**src/rtl/pwm_duty_decoder.sv**
```systemverilog
// pwm_duty_decoder: measures the high time of each PWM period in a sampled pulse
// stream, locks its period counter to the stream's rising edges, and recovers the
// slow modulating square wave with threshold hysteresis.
module pwm_duty_decoder #(
   parameter int CNT_W  = 6,
   parameter int LOCK_N = 4,
   parameter int HI_TH  = 48,
   parameter int LO_TH  = 16,
   parameter int RUN_W  = 8
) (
   input  logic             sysclk,
   input  logic             rst_n,
   input  logic             enable,
   input  logic             pulse_in,
   output logic [CNT_W:0]   duty_out,
   output logic             duty_valid,
   output logic             locked,
   output logic             level_out,
   output logic             level_chg,
   output logic [RUN_W-1:0] half_len,
   output logic             resync_err
);

   localparam int                LCNT_W   = $clog2(LOCK_N + 1);
   localparam logic [CNT_W-1:0]  PCNT_MAX = '1;
   localparam logic [RUN_W-1:0]  RUN_MAX  = '1;
   localparam logic [CNT_W:0]    HI_LIM   = (CNT_W + 1)'(HI_TH);
   localparam logic [CNT_W:0]    LO_LIM   = (CNT_W + 1)'(LO_TH);
   localparam logic [LCNT_W-1:0] LOCK_LIM = LCNT_W'(LOCK_N);

   typedef enum logic {HUNT, LOCKED} lockState_e;
   typedef enum logic {LVL_LOW, LVL_HIGH} levelState_e;

   logic              syncMeta_q, syncPin_q, pinDly_q;
   logic              rise;
   logic [CNT_W:0]    sExt;
   logic              closeA, closeB, realign, toggle;

   logic [CNT_W-1:0]  pcnt_q, pcnt_d;
   logic [CNT_W:0]    hcnt_q, hcnt_d;
   logic              fresh_q, fresh_d;
   logic [CNT_W:0]    dutyOut_q, dutyOut_d;
   logic              dutyValid_q, dutyValid_d;
   logic              resyncErr_q, resyncErr_d;
   lockState_e        lockState_q, lockState_d;
   logic [LCNT_W-1:0] lockCnt_q, lockCnt_d;
   logic              lockedClose_q, lockedClose_d;
   levelState_e       levelState_q, levelState_d;
   logic              levelChg_q, levelChg_d;
   logic [RUN_W-1:0]  halfLen_q, halfLen_d;
   logic [RUN_W-1:0]  run_q, run_d;

   // Two-flop synchronizer plus one delay stage; left unreset so the pin history survives a clear.
   always_ff @(posedge sysclk) begin
      syncMeta_q <= pulse_in;
      syncPin_q  <= syncMeta_q;
      pinDly_q   <= syncPin_q;
   end

   assign rise = syncPin_q & ~pinDly_q;
   assign sExt = {{CNT_W{1'b0}}, syncPin_q};

   // A misaligned rise in the first period after a clear silently realigns instead of closing,
   // so the first duty_valid after release comes no sooner than one full period.
   assign closeB  = rise && (pcnt_q != '0) && !fresh_q;
   assign realign = rise && (pcnt_q != '0) && fresh_q;
   assign closeA  = !closeB && !realign && (pcnt_q == PCNT_MAX);

   // Next-state logic: period closes, lock tracking, then level hysteresis one cycle after a locked close.
   always_comb begin
      pcnt_d        = pcnt_q + CNT_W'(1);
      hcnt_d        = hcnt_q + sExt;
      fresh_d       = fresh_q;
      dutyOut_d     = dutyOut_q;
      dutyValid_d   = 1'b0;
      resyncErr_d   = 1'b0;
      lockState_d   = lockState_q;
      lockCnt_d     = lockCnt_q;
      lockedClose_d = 1'b0;
      levelState_d  = levelState_q;
      levelChg_d    = 1'b0;
      halfLen_d     = halfLen_q;
      run_d         = run_q;
      toggle        = 1'b0;

      if (rise) begin
         fresh_d = 1'b0;
      end

      if (closeB) begin
         dutyOut_d   = hcnt_q;
         hcnt_d      = (CNT_W + 1)'(1);
         pcnt_d      = CNT_W'(1);
         dutyValid_d = 1'b1;
         resyncErr_d = 1'b1;
         lockState_d = HUNT;
         lockCnt_d   = '0;
         run_d       = '0;
      end else if (realign) begin
         hcnt_d = (CNT_W + 1)'(1);
         pcnt_d = CNT_W'(1);
      end else if (closeA) begin
         dutyOut_d   = hcnt_q + sExt;
         hcnt_d      = '0;
         pcnt_d      = '0;
         dutyValid_d = 1'b1;
         fresh_d     = 1'b0;
         if (lockState_q == LOCKED) begin
            lockedClose_d = 1'b1;
            run_d         = (run_q == RUN_MAX) ? run_q : run_q + RUN_W'(1);
         end else if (lockCnt_q == LOCK_LIM - LCNT_W'(1)) begin
            lockState_d = LOCKED;
            lockCnt_d   = '0;
         end else begin
            lockCnt_d = lockCnt_q + LCNT_W'(1);
         end
      end

      if (lockedClose_q) begin
         toggle = ((levelState_q == LVL_LOW)  && (dutyOut_q >= HI_LIM)) ||
                  ((levelState_q == LVL_HIGH) && (dutyOut_q <= LO_LIM));
         if (toggle) begin
            levelState_d = (levelState_q == LVL_LOW) ? LVL_HIGH : LVL_LOW;
            halfLen_d    = run_q;
            run_d        = '0;
            levelChg_d   = 1'b1;
         end
      end
   end

   // State registers; reset and enable=0 both clear everything past the synchronizer.
   always_ff @(posedge sysclk) begin
      if (!rst_n || !enable) begin
         pcnt_q        <= '0;
         hcnt_q        <= '0;
         fresh_q       <= 1'b1;
         dutyOut_q     <= '0;
         dutyValid_q   <= 1'b0;
         resyncErr_q   <= 1'b0;
         lockState_q   <= HUNT;
         lockCnt_q     <= '0;
         lockedClose_q <= 1'b0;
         levelState_q  <= LVL_LOW;
         levelChg_q    <= 1'b0;
         halfLen_q     <= '0;
         run_q         <= '0;
      end else begin
         pcnt_q        <= pcnt_d;
         hcnt_q        <= hcnt_d;
         fresh_q       <= fresh_d;
         dutyOut_q     <= dutyOut_d;
         dutyValid_q   <= dutyValid_d;
         resyncErr_q   <= resyncErr_d;
         lockState_q   <= lockState_d;
         lockCnt_q     <= lockCnt_d;
         lockedClose_q <= lockedClose_d;
         levelState_q  <= levelState_d;
         levelChg_q    <= levelChg_d;
         halfLen_q     <= halfLen_d;
         run_q         <= run_d;
      end
   end

   assign duty_out   = dutyOut_q;
   assign duty_valid = dutyValid_q;
   assign locked     = (lockState_q == LOCKED);
   assign level_out  = (levelState_q == LVL_HIGH);
   assign level_chg  = levelChg_q;
   assign half_len   = halfLen_q;
   assign resync_err = resyncErr_q;

endmodule
```
**config.mk**
```make
export PLATFORM = sky130hd
export DESIGN_NAME = pwm_duty_decoder
export DESIGN_NICKNAME = d
export VERILOG_FILES = /design/src/rtl/pwm_duty_decoder.sv
export SDC_FILE = /design/constraint.sdc
export NUM_CORES = 1
export LEC_CHECK = 0
export CAP_MARGIN = 30
export CELL_PAD_IN_SITES_DETAIL_PLACEMENT = 2
export CELL_PAD_IN_SITES_GLOBAL_PLACEMENT = 2
export CORE_ASPECT_RATIO = 1.4
export CORE_MARGIN = 5
export CORE_UTILIZATION = 32
export CTS_BUF_LIST = sky130_fd_sc_hd__clkbuf_4
export DETAILED_ROUTE_END_ITERATION = 8
export HOLD_SLACK_MARGIN = 0.03
export PLACE_DENSITY = 0.8
export SYNTH_ARGS = -nofsm -noshare
export SYNTH_HDL_FRONTEND = slang
export SYNTH_SLANG_ARGS = --single-unit
```
**constraint.sdc**
```tcl
create_clock -name sysclk -period 1.6 [get_ports sysclk]
set_clock_uncertainty 0.05 [all_clocks]
set_input_delay 0.24 -clock sysclk [delete_from_list [all_inputs] [get_ports sysclk]]
set_output_delay 0.24 -clock sysclk [all_outputs]
set_load 0.05 [all_outputs]
```
==> results_dict.tcl <==
set metrics [dict create \
    syn_avg_cell_area_um2 9.558 \
    dr_total_vias 1964 \
    synth.cell_area_mm2 0.002064 \
    critPathMaxStageDelay_ns 0.44 \
    tightest_slew_ns 0.3888 \
    synth_cells 216 \
    postCtsHoldBufs 0 \
    ios 24 \
    rrSetupSlack_ns -0.16 \
    portBuffers 23 \
    cts_root_buf "clkbuf_4" \
    drc 0 \
    antenna_found_initial 1 \
    synth_edf_count 0 \
    setup_viol 21 \
    startpoint "pcnt_q[3]" \
    yosysUniqueCellTypes 46 \
    rows 34 \
    tns_ns -1.219 \
    clk_pin_slew_ns 0.18 \
    hold_path_class "primary input to register" \
    routed_wl_um 8835 \
    clk_latency_ns 0.41 \
    dr.pass1.iters 4 \
    place_ws_ns -0.2043 \
    fmax_ghz 0.5694 \
    drv_slew 0 \
    crit_required_ns 1.90 \
    r2r-start "pcnt_q[3]" \
    clk_path_buf_depth 2 \
    power_density_mw_per_mm2 680.6 \
    fp.dieW_um 77.89 \
    failed_checks "negative setup slack" \
    synth-seq-cells 49 \
    top_layer "met4" \
    slowest_stage "or3_4" \
    hpwlAfterDp_um 4443 \
    cp_max_fo 7 \
    finish.utilization_pct 49.88 \
    dr_wl_met2_um 4870 \
    period_share_pct 109.8 \
    grt-ovfl-total 0 \
    holdWs_ns 0.2163 \
    cts_tree "built" \
    cp_cell_sequence "buf_6, nand3_4, or3_4, nor3b_2, a221oi_2, nor2_1" \
    power_leakage_nw 1.257 \
    fill_cells 641 \
    multi_input_area_mm2 0.001320 \
    fp.dieArea_mm2 0.008181 \
    status "complete, but fails checks" \
    postRouteAntennaNets 0 \
    yosysSeqAreaShare_pct 47.52 \
    end_kind "register" \
    layoutNonFillerInstCount 359 \
    htreeDepth 2 \
    start_kind "register" \
    criticalPathCategory "register to register" \
    wl_met3_um 259 \
    placedCellCount 336 \
    wire_per_inst_um 24.61 \
    grt_max_degree 22 \
    finalNetCount 295 \
    core_mm2 0.006254 \
    viasPerCell 5.471 \
    cp-endpoint "duty_out[5]" \
    seqCellArea_mm2 0.001015 \
    slew_headroom_pct 74.08 \
    cp.arrival_ns 2.06 \
    cap_violations 0 \
    initial_core_util_pct 33.01 \
    layout_commonest_cell "buf_4" \
    wl_met1_um 3202 \
    initialDrtViolationCount 81 \
    synthArstFlopShare_pct 0 \
    fin_ws_ns -0.1562 \
    grt_pass1_wl_um 11710 \
    die_h_um 105.0 \
    cts_buffers 5 \
    final_cell_mix "buf_4, dfxtp_1, nor2_1" \
    synth_top_flop_cell "dfxtp_1" \
    layout-drive-gt1-share_pct 47.55 \
    yosysWarnings 0 \
    gp_congestion 0.7216 \
    finalCriticalPeriod_ns 1.756 \
    hold_violations 0 \
    grt_pass1_vias 2134 \
    worstReg2RegEnd "duty_out[5]" \
    rsz0062_at_grt "true" \
    cts.sinks 49 \
    r2r_cells 6 \
    grt_usage_pct 18.78 \
    synth_nets 226 \
    syn2layout_area_growth_pct 51.09 \
    ir_drop_uv 629.5 \
]
## worst max-delay path: cells and delay by family (launching register included)
family	cells	cell delay (ns)
compound gates	1	0.08
buf+inv	1	0.14
flops	1	0.43
simple gates	4	1.00
## power breakdown
group          internal, mW  switching (mW)
combinational        0.0407          0.0586
sequential             1.22          0.0139
clock                 0.324           0.462
## through the flow
stage               total power, mW  instance area [µm²]
floorplan                     1.301                 2120
detailed placement            1.338                 2614
global route                  2.187                 3119
finish                        2.123                 3119
CTS                           2.085                 2917
global placement              1.330                 2614
## logic make-up (layout without fill, tap and decap cells)
kind of cell / Yosys count / count (layout) / share of synthesized area (%)
AOI/OAI and AO/OA: 38 / 38 / 12.48
xor gates and xnor gates: 13 / 13 / 5.515
muxes: 9 / 9 / 4.364
DFF: 49 / 49 / 47.52
other: 0 / 1 / 0
buffers and inverters: 11 / 80 / 2.788
and+or+nand+nor: 90 / 91 / 23.70
adders and majority gates: 6 / 6 / 3.636
## area by class of cell
type,count,share of cell area [%]
Multi-Input combinational cell,157,42.32
Sequential cell,49,32.53
Timing Repair Buffer,65,18.81
Tap cell,72,2.888
Clock inverter,3,1.324
Clock buffer,5,1.203
Inverter,7,0.8424
Antenna cell,1,0.08022
## state kept, by name (all words and copies together) (netlist names)
register,flops
syncMeta_q,1
lockedClose_q,1
syncPin_q,1
pcnt_q,6
hcnt_q,7
level_out,1
duty_out,7
resync_err,1
pinDly_q,1
run_q,8
level_chg,1
fresh_q,1
locked,1
half_len,8
duty_valid,1
lockCnt_q,3
## worst min-delay path by stage
stage,from,end,depth (start not counted)
3_5_place_dp,syncMeta_q,syncPin_q,0
6_report,pulse_in,syncMeta_q,1
3_3_place_gp,syncMeta_q,syncPin_q,0
2_1_floorplan,pulse_in,syncMeta_q,0
5_1_grt,pulse_in,syncMeta_q,1
4_1_cts,pulse_in,syncMeta_q,1
## layer usage
layer  track usage, %  up-vias
met5                0        -
met4            8.477        0
met3            2.754       30
met2            36.38       54
met1            19.07      979
li1                 -      901
## synth_stat cells, types with 3 or more instances
cell / n / area (µm²)
dfxtp_1: 49 / 980.9
nor2_1: 36 / 135.1
nand2_1: 15 / 56.30
a21oi_1: 10 / 50.05
and3_1: 10 / 62.56
mux2i_1: 9 / 90.09
inv_1: 7 / 26.28
o21ai_0: 7 / 35.03
xnor2_1: 7 / 61.31
ha_1: 6 / 75.07
xor2_1: 6 / 52.55
nand3_1: 5 / 25.02
a31oi_1: 4 / 25.02
a221oi_1: 3 / 26.28
nand3b_1: 3 / 22.52
nor3b_1: 3 / 22.52
## what timing repair did
| item | in CTS | in global routing |
|---|---|---|
| setup endpoints to repair | 37 | 39 |
| gates resized for setup | 37 | 37 |
| gates cloned | 1 | 1 |
| pin swaps | 19 | 16 |
| buffers inserted | 7 | 6 |
Power figures use the tool's default switching activity.
